## src/rtl/key_input_ctrl_pkg.sv

```systemverilog
// Shared constants and types for the push-button input block.
// Provides key index names, default timing constants, the auto-repeat
// state encoding and a counter-width helper.
package key_input_pkg;

    localparam int unsigned KEY_UP   = 0;
    localparam int unsigned KEY_DOWN = 1;

    // Defaults assume a 50 MHz clock.
    localparam int unsigned DEF_N_KEYS          = 2;
    localparam int unsigned DEF_DEBOUNCE_CYCLES = 1_000_000;  // 20 ms
    localparam int unsigned DEF_REPEAT_DELAY    = 25_000_000; // 500 ms
    localparam int unsigned DEF_REPEAT_PERIOD   = 5_000_000;  // 100 ms

    typedef enum logic [1:0] {
        RPT_IDLE,
        RPT_DELAY,
        RPT_REPEAT
    } rpt_state_t;

    // Width of a counter that runs 0 .. v-1 (minimum 1 bit).
    function automatic int unsigned cnt_width(input int unsigned v);
        return $clog2((v < 2) ? 2 : v);
    endfunction

endpackage

```

## src/rtl/key_input_ctrl_if.sv

```systemverilog
// Signal bundle between the push-button block and its user.
//   key_n       raw active-low button pins (into the block)
//   key_level   debounced level, 1 = pressed
//   key_press   1-cycle pulse on accepted press
//   key_release 1-cycle pulse on accepted release
//   key_repeat  1-cycle pulse per auto-repeat while held
//   position    current bar position 0..7
//   leds        one-hot LED bar, 8'b1 << position
// slave = the block itself, master = whoever drives the pins / reads results.
interface key_input_ctrl_if #(
    parameter int unsigned N_KEYS = 2
);
    logic [N_KEYS-1:0] key_n;
    logic [N_KEYS-1:0] key_level;
    logic [N_KEYS-1:0] key_press;
    logic [N_KEYS-1:0] key_release;
    logic [N_KEYS-1:0] key_repeat;
    logic [2:0]        position;
    logic [7:0]        leds;

    modport master (
        output key_n,
        input  key_level, key_press, key_release, key_repeat, position, leds
    );

    modport slave (
        input  key_n,
        output key_level, key_press, key_release, key_repeat, position, leds
    );
endinterface

```

## src/rtl/key_input_ctrl_debounce.sv

```systemverilog
// One push button: 2-FF synchroniser, debounce counter, press/release
// pulses and the auto-repeat state machine.
// Ports:
//   clk, rst     clock, asynchronous active-high reset
//   key_n        raw active-low pin, asynchronous to clk
//   key_level    debounced level, 1 = pressed
//   key_press    1-cycle pulse in the first cycle key_level reads 1
//   key_release  1-cycle pulse in the first cycle key_level reads 0
//   key_repeat   1-cycle auto-repeat pulse while held
module key_debounce
    import key_input_pkg::*;
#(
    parameter int unsigned DEBOUNCE_CYCLES = DEF_DEBOUNCE_CYCLES,
    parameter int unsigned REPEAT_DELAY    = DEF_REPEAT_DELAY,
    parameter int unsigned REPEAT_PERIOD   = DEF_REPEAT_PERIOD
) (
    input  logic clk,
    input  logic rst,
    input  logic key_n,
    output logic key_level,
    output logic key_press,
    output logic key_release,
    output logic key_repeat
);

    localparam int unsigned DB_W    = cnt_width(DEBOUNCE_CYCLES);
    localparam int unsigned RPT_MAX = (REPEAT_DELAY > REPEAT_PERIOD) ? REPEAT_DELAY : REPEAT_PERIOD;
    localparam int unsigned RP_W    = cnt_width(RPT_MAX);
    localparam bit          RPT_EN  = (REPEAT_DELAY != 0);

    localparam logic [DB_W-1:0] DB_LAST  = DB_W'(DEBOUNCE_CYCLES - 1);
    localparam logic [RP_W-1:0] DLY_LAST = RP_W'((REPEAT_DELAY == 0) ? 0 : REPEAT_DELAY - 1);
    localparam logic [RP_W-1:0] PER_LAST = RP_W'(REPEAT_PERIOD - 1);

    logic            sync1, sync2;
    logic            pressed;
    logic [DB_W-1:0] db_cnt;
    rpt_state_t      state, state_nx;
    logic [RP_W-1:0] rcnt, rcnt_nx;

    // Sync flops reset to 1 so a held key is seen as released after reset
    // and must debounce again.
    always_ff @(posedge clk or posedge rst) begin
        if (rst) begin
            sync1 <= 1'b1;
            sync2 <= 1'b1;
        end else begin
            sync1 <= key_n;
            sync2 <= sync1;
        end
    end

    assign pressed = ~sync2;

    // Level is accepted after DEBOUNCE_CYCLES consecutive disagreeing
    // samples; the pulses are registered alongside the level so they
    // line up with its first cycle.
    always_ff @(posedge clk or posedge rst) begin
        if (rst) begin
            db_cnt      <= '0;
            key_level   <= 1'b0;
            key_press   <= 1'b0;
            key_release <= 1'b0;
        end else begin
            key_press   <= 1'b0;
            key_release <= 1'b0;
            if (pressed == key_level) begin
                db_cnt <= '0;
            end else if (db_cnt == DB_LAST) begin
                db_cnt      <= '0;
                key_level   <= pressed;
                key_press   <= pressed;
                key_release <= ~pressed;
            end else begin
                db_cnt <= db_cnt + 1'b1;
            end
        end
    end

    always_ff @(posedge clk or posedge rst) begin
        if (rst) begin
            state <= RPT_IDLE;
            rcnt  <= '0;
        end else begin
            state <= state_nx;
            rcnt  <= rcnt_nx;
        end
    end

    // rcnt counts cycles since the press cycle (DELAY) or since the last
    // repeat (REPEAT); the pulse fires in the cycle the count hits its end.
    always_comb begin
        state_nx   = state;
        rcnt_nx    = rcnt;
        key_repeat = 1'b0;
        if (key_release) begin
            state_nx = RPT_IDLE;
            rcnt_nx  = '0;
        end else begin
            case (state)
                RPT_IDLE: begin
                    if (key_press && RPT_EN) begin
                        state_nx = RPT_DELAY;
                        rcnt_nx  = '0;
                    end
                end
                RPT_DELAY: begin
                    if (rcnt == DLY_LAST) begin
                        key_repeat = 1'b1;
                        state_nx   = RPT_REPEAT;
                        rcnt_nx    = '0;
                    end else begin
                        rcnt_nx = rcnt + 1'b1;
                    end
                end
                RPT_REPEAT: begin
                    if (rcnt == PER_LAST) begin
                        key_repeat = 1'b1;
                        rcnt_nx    = '0;
                    end else begin
                        rcnt_nx = rcnt + 1'b1;
                    end
                end
                default: begin
                    state_nx = RPT_IDLE;
                    rcnt_nx  = '0;
                end
            endcase
        end
    end

endmodule

```

## src/rtl/key_input_ctrl.sv

```systemverilog
// Push-button front end for the DE0-Nano LED bar.
// Each key is synchronised, debounced and turned into press/release/
// auto-repeat pulses; KEY_UP/KEY_DOWN events move a saturating 3-bit
// position shown as a one-hot 8-LED bar. Keys beyond index 1 are
// debounced and pulsed but do not move the position.
// Ports:
//   clk  system clock
//   rst  asynchronous active-high reset
//   bus  key_input_ctrl_if.slave: key_n in; key_level, key_press,
//        key_release, key_repeat, position, leds out
module key_input_ctrl
    import key_input_pkg::*;
#(
    parameter int unsigned N_KEYS          = DEF_N_KEYS,
    parameter int unsigned DEBOUNCE_CYCLES = DEF_DEBOUNCE_CYCLES,
    parameter int unsigned REPEAT_DELAY    = DEF_REPEAT_DELAY,
    parameter int unsigned REPEAT_PERIOD   = DEF_REPEAT_PERIOD
) (
    input logic             clk,
    input logic             rst,
    key_input_ctrl_if.slave bus
);

    logic       up_evt, down_evt;
    logic [2:0] pos;

    for (genvar i = 0; i < N_KEYS; i++) begin : g_key
        key_debounce #(
            .DEBOUNCE_CYCLES (DEBOUNCE_CYCLES),
            .REPEAT_DELAY    (REPEAT_DELAY),
            .REPEAT_PERIOD   (REPEAT_PERIOD)
        ) u_key (
            .clk         (clk),
            .rst         (rst),
            .key_n       (bus.key_n[i]),
            .key_level   (bus.key_level[i]),
            .key_press   (bus.key_press[i]),
            .key_release (bus.key_release[i]),
            .key_repeat  (bus.key_repeat[i])
        );
    end

    assign up_evt   = bus.key_press[KEY_UP]   | bus.key_repeat[KEY_UP];
    assign down_evt = bus.key_press[KEY_DOWN] | bus.key_repeat[KEY_DOWN];

    // Simultaneous up and down cancel; both ends saturate.
    always_ff @(posedge clk or posedge rst) begin
        if (rst) begin
            pos <= '0;
        end else if (up_evt && !down_evt && pos != 3'd7) begin
            pos <= pos + 3'd1;
        end else if (down_evt && !up_evt && pos != 3'd0) begin
            pos <= pos - 3'd1;
        end
    end

    always_comb begin
        bus.position = pos;
        bus.leds     = 8'b1 << pos;
    end

endmodule
```

## src/flat_wrapper.sv

```systemverilog
// flat-port wrapper written by rule: the top's interface ports become plain ports
module key_input_ctrl_flat import key_input_pkg::*;
#(
    parameter int unsigned N_KEYS          = DEF_N_KEYS,
    parameter int unsigned DEBOUNCE_CYCLES = DEF_DEBOUNCE_CYCLES,
    parameter int unsigned REPEAT_DELAY    = DEF_REPEAT_DELAY,
    parameter int unsigned REPEAT_PERIOD   = DEF_REPEAT_PERIOD
)
  (clk, rst, bus_key_n, bus_key_level, bus_key_press, bus_key_release, bus_key_repeat, bus_position, bus_leds);
  key_input_ctrl_if #(.N_KEYS(N_KEYS)) bus_i ();
  input logic clk;
  input logic rst;
  input wire logic [$bits(bus_i.key_n)-1:0] bus_key_n;
  output wire logic [$bits(bus_i.key_level)-1:0] bus_key_level;
  output wire logic [$bits(bus_i.key_press)-1:0] bus_key_press;
  output wire logic [$bits(bus_i.key_release)-1:0] bus_key_release;
  output wire logic [$bits(bus_i.key_repeat)-1:0] bus_key_repeat;
  output wire logic [$bits(bus_i.position)-1:0] bus_position;
  output wire logic [$bits(bus_i.leds)-1:0] bus_leds;
  assign bus_i.key_n = bus_key_n;
  assign bus_key_level = bus_i.key_level;
  assign bus_key_press = bus_i.key_press;
  assign bus_key_release = bus_i.key_release;
  assign bus_key_repeat = bus_i.key_repeat;
  assign bus_position = bus_i.position;
  assign bus_leds = bus_i.leds;
  key_input_ctrl #(.N_KEYS(N_KEYS), .DEBOUNCE_CYCLES(DEBOUNCE_CYCLES), .REPEAT_DELAY(REPEAT_DELAY), .REPEAT_PERIOD(REPEAT_PERIOD)) u_core (.clk(clk), .rst(rst), .bus(bus_i));
endmodule
```

## config.mk

```make
export PLATFORM = sky130hd
export DESIGN_NAME = key_input_ctrl_flat
export DESIGN_NICKNAME = d
export VERILOG_FILES = /design/src/rtl/key_input_ctrl_pkg.sv /design/src/rtl/key_input_ctrl_if.sv /design/src/rtl/key_input_ctrl_debounce.sv /design/src/rtl/key_input_ctrl.sv /design/src/flat_wrapper.sv
export SDC_FILE = /design/constraint.sdc
export NUM_CORES = 1
export LEC_CHECK = 0
export ABC_AREA = 1
export CORE_UTILIZATION = 40
export CTS_CLUSTER_SIZE = 30
export DETAILED_ROUTE_END_ITERATION = 10
export GPL_ROUTABILITY_DRIVEN = 0
export PLACE_DENSITY = 0.58
export SYNTH_ARGS = -nofsm -noshare
export SYNTH_HDL_FRONTEND = slang
export SYNTH_SLANG_ARGS = --single-unit
```

## constraint.sdc

```tcl
create_clock -name clk -period 4.06 [get_ports clk]
set_input_delay 0.812 -clock clk [delete_from_list [all_inputs] [get_ports clk]]
set_output_delay 0.812 -clock clk [all_outputs]
set_load 0.005 [all_outputs]
```

==> results by group <==
Status
  – Status: complete, no violations

Place
  – Hpwl dp: 9780 um
  – Placed Instances: 1013
  – Placed Area: 6610 sq um
  – Port Buffer Count: 22

Final layout
  – Layout cells sized above 1: 0.0725
  – Filler cells: 1523
  – Antenna diodes: 0
  – Synth-to-layout area growth: 11.2%
  – Nets: 853
  – Final core occ: 0.455
  – Final Cell Area: 6920 sq um
  – Non-Filler Instances: 1029

Synthesis
  – Share of flip-flops with an asynchronous set or reset: 1.00
  – Syn Std Cell Area: 6230 sq um
  – Area contributors post-synth: dfrtp_1 (41%), nand2_1 (9.9%), nor2_1 (8.3%)
  – Seq/Total Area, Yosys: 0.431
  – Mapped Nets: 832
  – #FFs+latches synth: 107
  – Avg Cell Area, Syn: 7.64 sq um
  – Synth unique cells: 43
  – Synth top area share: 0.414
  – Syn Inst Count: 815
  – Synth warn: 0
  – Synth Flop Type: dfrtp_1
  – Post-synth EDFFs: 0
  – Leading area contributor after synthesis: dfrtp_1

CTS
  – Post-cts sizing count: 0
  – Reg clk slew, reported paths: 0.07 ns
  – Num CTS Buffers: 9
  – Skew-Pair Late Insertion Delay: 0.35 ns
  – CTS tree: done
  – Root buf cell: clkbuf_16
  – CTS Hold Buffers Added: 0
  – Clock Path Buffers: 2
  – Clock Sinks: 107
  – Post-CTS setup buffers: 0
  – H-tree lvl count: 3

Floorplan
  – Die height: 127 um
  – Core Rows: 45
  – # IOs: 23
  – Die ar.: 16100 sq um
  – Initial Utilization: 0.410
  – Die width: 127 um
  – Core box area: 15200 sq um

Timing
  – Period utilisation layout: 0.754
  – Fin crit period: 3.06 ns
  – Worst Tran Pin Value: 0.649 ns
  – Rel. slew slack: 0.568
  – Setup TNS: 0 ns
  – Slew Limit Fails: 0
  – Final setup fails: 0
  – Fmax: 327 MHz
  – Setup Skew: 0.00660 ns
  – RSZ-0062 raised after global routing: false
  – Fin. Hold Viols: 0

Detailed routing
  – Routed wire length: 13200 um
  – Initial DRC count: 226
  – Via count: 5064
  – Drt first pass iters: 7
  – # DRC: 0
  – WL/cell: 12.9 um
  – ANT nets after route: 0
  – Via density: 4.92

Power and ir drop
  – Total power: 2.06 mW
  – Leak: 3.01 nW
  – Pwr Density: 298 nW/um^2
  – Max VDD drop: 0.205 mV

Global route
  – Largest net degree at the start of global routing: 59
  – First-pass GRT wire length: 23100 um
  – Vias in the first global route: 4898
  – Gr ovfl total: 0
  – Met2 Use GR: 0.288
  – Top Usage Layer GRT: met2
  – Met3 Use GR: 0.0228
  – Initial antenna violation count: 0
  – Total Routing Usage GR: 0.179
  – Met1 Track Usage GR: 0.249

Worst setup path
  – CP Data Required Time: 3.25 ns
  – Slowest CP cell: clkdlybuf4s50_1
  – CP Class: flip-flop to primary output
  – Depth of the worst register-to-register path: 14
  – CP dominant cell by count: nand2_1
  – WP data arrival: 2.25 ns
  – Critical Path Sink Type: primary output
  – R2r setup slk: 1.70 ns
  – Slowest Stage Delay on Critical Path: 0.49 ns
  – Crit path max fanout: 4
  – Reg-to-Reg Start: u_core.g_key[1].u_key.rcnt[0]$_DFFE_PP0P_
  – Critical path, cell by cell: ha_1 > nand2_1 > nor2_4 > nand3_2 > nor2_2 > nand3_1 > nand2_1 > nand2_1 > inv_1 > clkdlybuf4s50_1
  – CP Launch Type: flip-flop
  – Critical R2R Capture: u_core.bus.position[2]$_DFFE_PP0P_

Min path
  – Worst hold-check path type: flip-flop to flip-flop
  – Hold Path Origin: u_core.g_key[1].u_key.sync1$_DFF_PP1_
  – Min-Delay Endpoint: u_core.g_key[1].u_key.sync2$_DFF_PP1_
  – Hold Crit Depth: 0

Run
  – Maxcap violations: 0
## worst max-delay path: cells and delay by family (launching register included)
kind	cells	cell delay, ns
buffers and inverters	2	0.56
and+or+nand+nor	7	0.77
adders and majority gates	1	0.19
DFF	1	0.39
## registers in the layout, summed over array words and instances, names as in the netlist, 3 cells and up
register	flops
u_core.bus.position	3
u_core.g_key.u_key.db_cnt	40
u_core.g_key.u_key.state	4
u_core.g_key.u_key.rcnt	50
## Yosys cell counts, drive strengths merged (3+ instances only)
| library cell | instances |
|---|---|
| o22ai | 3 |
| a211oi | 3 |
| nand2 | 172 |
| nand4 | 21 |
| dfrtp | 103 |
| xor2 | 32 |
| buf | 12 |
| nor3 | 53 |
| inv | 113 |
| nand3 | 50 |
| nor2 | 147 |
| o21ai | 33 |
| a21oi | 26 |
| ha | 12 |
| dfstp | 4 |
| and3 | 3 |
| nor4 | 8 |
| xnor2 | 6 |
## cells by family (layout without fill, tap and decap cells)
family / Yosys count / after routing / share of synthesized area
buffers and inverters: 127 / 153 / 0.0854
flip-flops: 107 / 107 / 0.431
adder cells (fa/ha/maj): 13 / 13 / 0.0273
AO/OA/AOI/OAI: 71 / 71 / 0.0619
AND/OR/NAND/NOR: 458 / 458 / 0.339
multiplexers: 1 / 1 / 0.00161
XOR/XNOR: 38 / 38 / 0.0535
## stage by stage
step	hold WS, ns	worst slack (ns)
after floorplan	0.345	0.437
after global placement	0.346	1.42
after detailed placement	0.350	1.37
after CTS	0.363	0.980
after global routing	0.367	0.821
final	0.360	0.998
## power breakdown
| group | total [mW] | switching [mW] | internal, mW |
|---|---|---|---|
| sequential | 1.08 | 0.00442 | 1.07 |
| clock | 0.939 | 0.430 | 0.509 |
| combinational | 0.0457 | 0.0343 | 0.0114 |
| total | 2.06 | 0.469 | 1.59 |
## cells in the final DEF, fill, tap and decap left out, types with 9 or more instances in the layout
| cell type | netlist | final |
|---|---|---|
| ha_1 | 12 | 12 |
| a21oi_1 | 26 | 26 |
| inv_1 | 107 | 106 |
| o21ai_0 | 31 | 31 |
| nor2_1 | 137 | 137 |
| xor2_1 | 32 | 32 |
| clkbuf_16 | 0 | 9 |
| dfrtp_1 | 103 | 103 |
| clkdlybuf4s50_1 | 0 | 22 |
| nand3_1 | 43 | 43 |
| nor3_1 | 49 | 49 |
| nand4_1 | 20 | 20 |
| nand2_1 | 164 | 164 |
## how the worst max path moves through the flow
stage	depth (start not counted)	end	startpoint	slack, ns
after global routing	10	bus_key_repeat[1]	u_core.g_key[1].u_key.rcnt[0]$_DFFE_PP0P_	0.82
after detailed placement	10	bus_key_repeat[1]	u_core.g_key[1].u_key.rcnt[0]$_DFFE_PP0P_	1.37
after floorplan	1	u_core.bus.position[0]$_DFFE_PP0P_	rst	0.44
final	10	bus_key_repeat[1]	u_core.g_key[1].u_key.rcnt[0]$_DFFE_PP0P_	1.0
after global placement	6	bus_key_repeat[0]	u_core.g_key[0].u_key.rcnt[17]$_DFFE_PP0P_	1.42
after CTS	10	bus_key_repeat[1]	u_core.g_key[1].u_key.rcnt[0]$_DFFE_PP0P_	0.98
## layout make-up
| type | instances | area (sq um) | area share |
|---|---|---|---|
| Sequential cell | 107 | 2680 | 0.387 |
| Tap cell | 188 | 235 | 0.0340 |
| Inverter | 113 | 429 | 0.0620 |
| Clock buffer | 10 | 239 | 0.0345 |
| Multi-Input combinational cell | 581 | 3010 | 0.435 |
| Timing Repair Buffer | 24 | 248 | 0.0358 |
| Clock inverter | 6 | 77.6 | 0.0112 |
## per-layer routing
metal	wire [um]	vias to the layer above
li1	-	2651
met1	6780	2331
met2	5920	68
met3	327	14
met4	215	0
met5	0	-
Power figures use the tool's default switching activity.
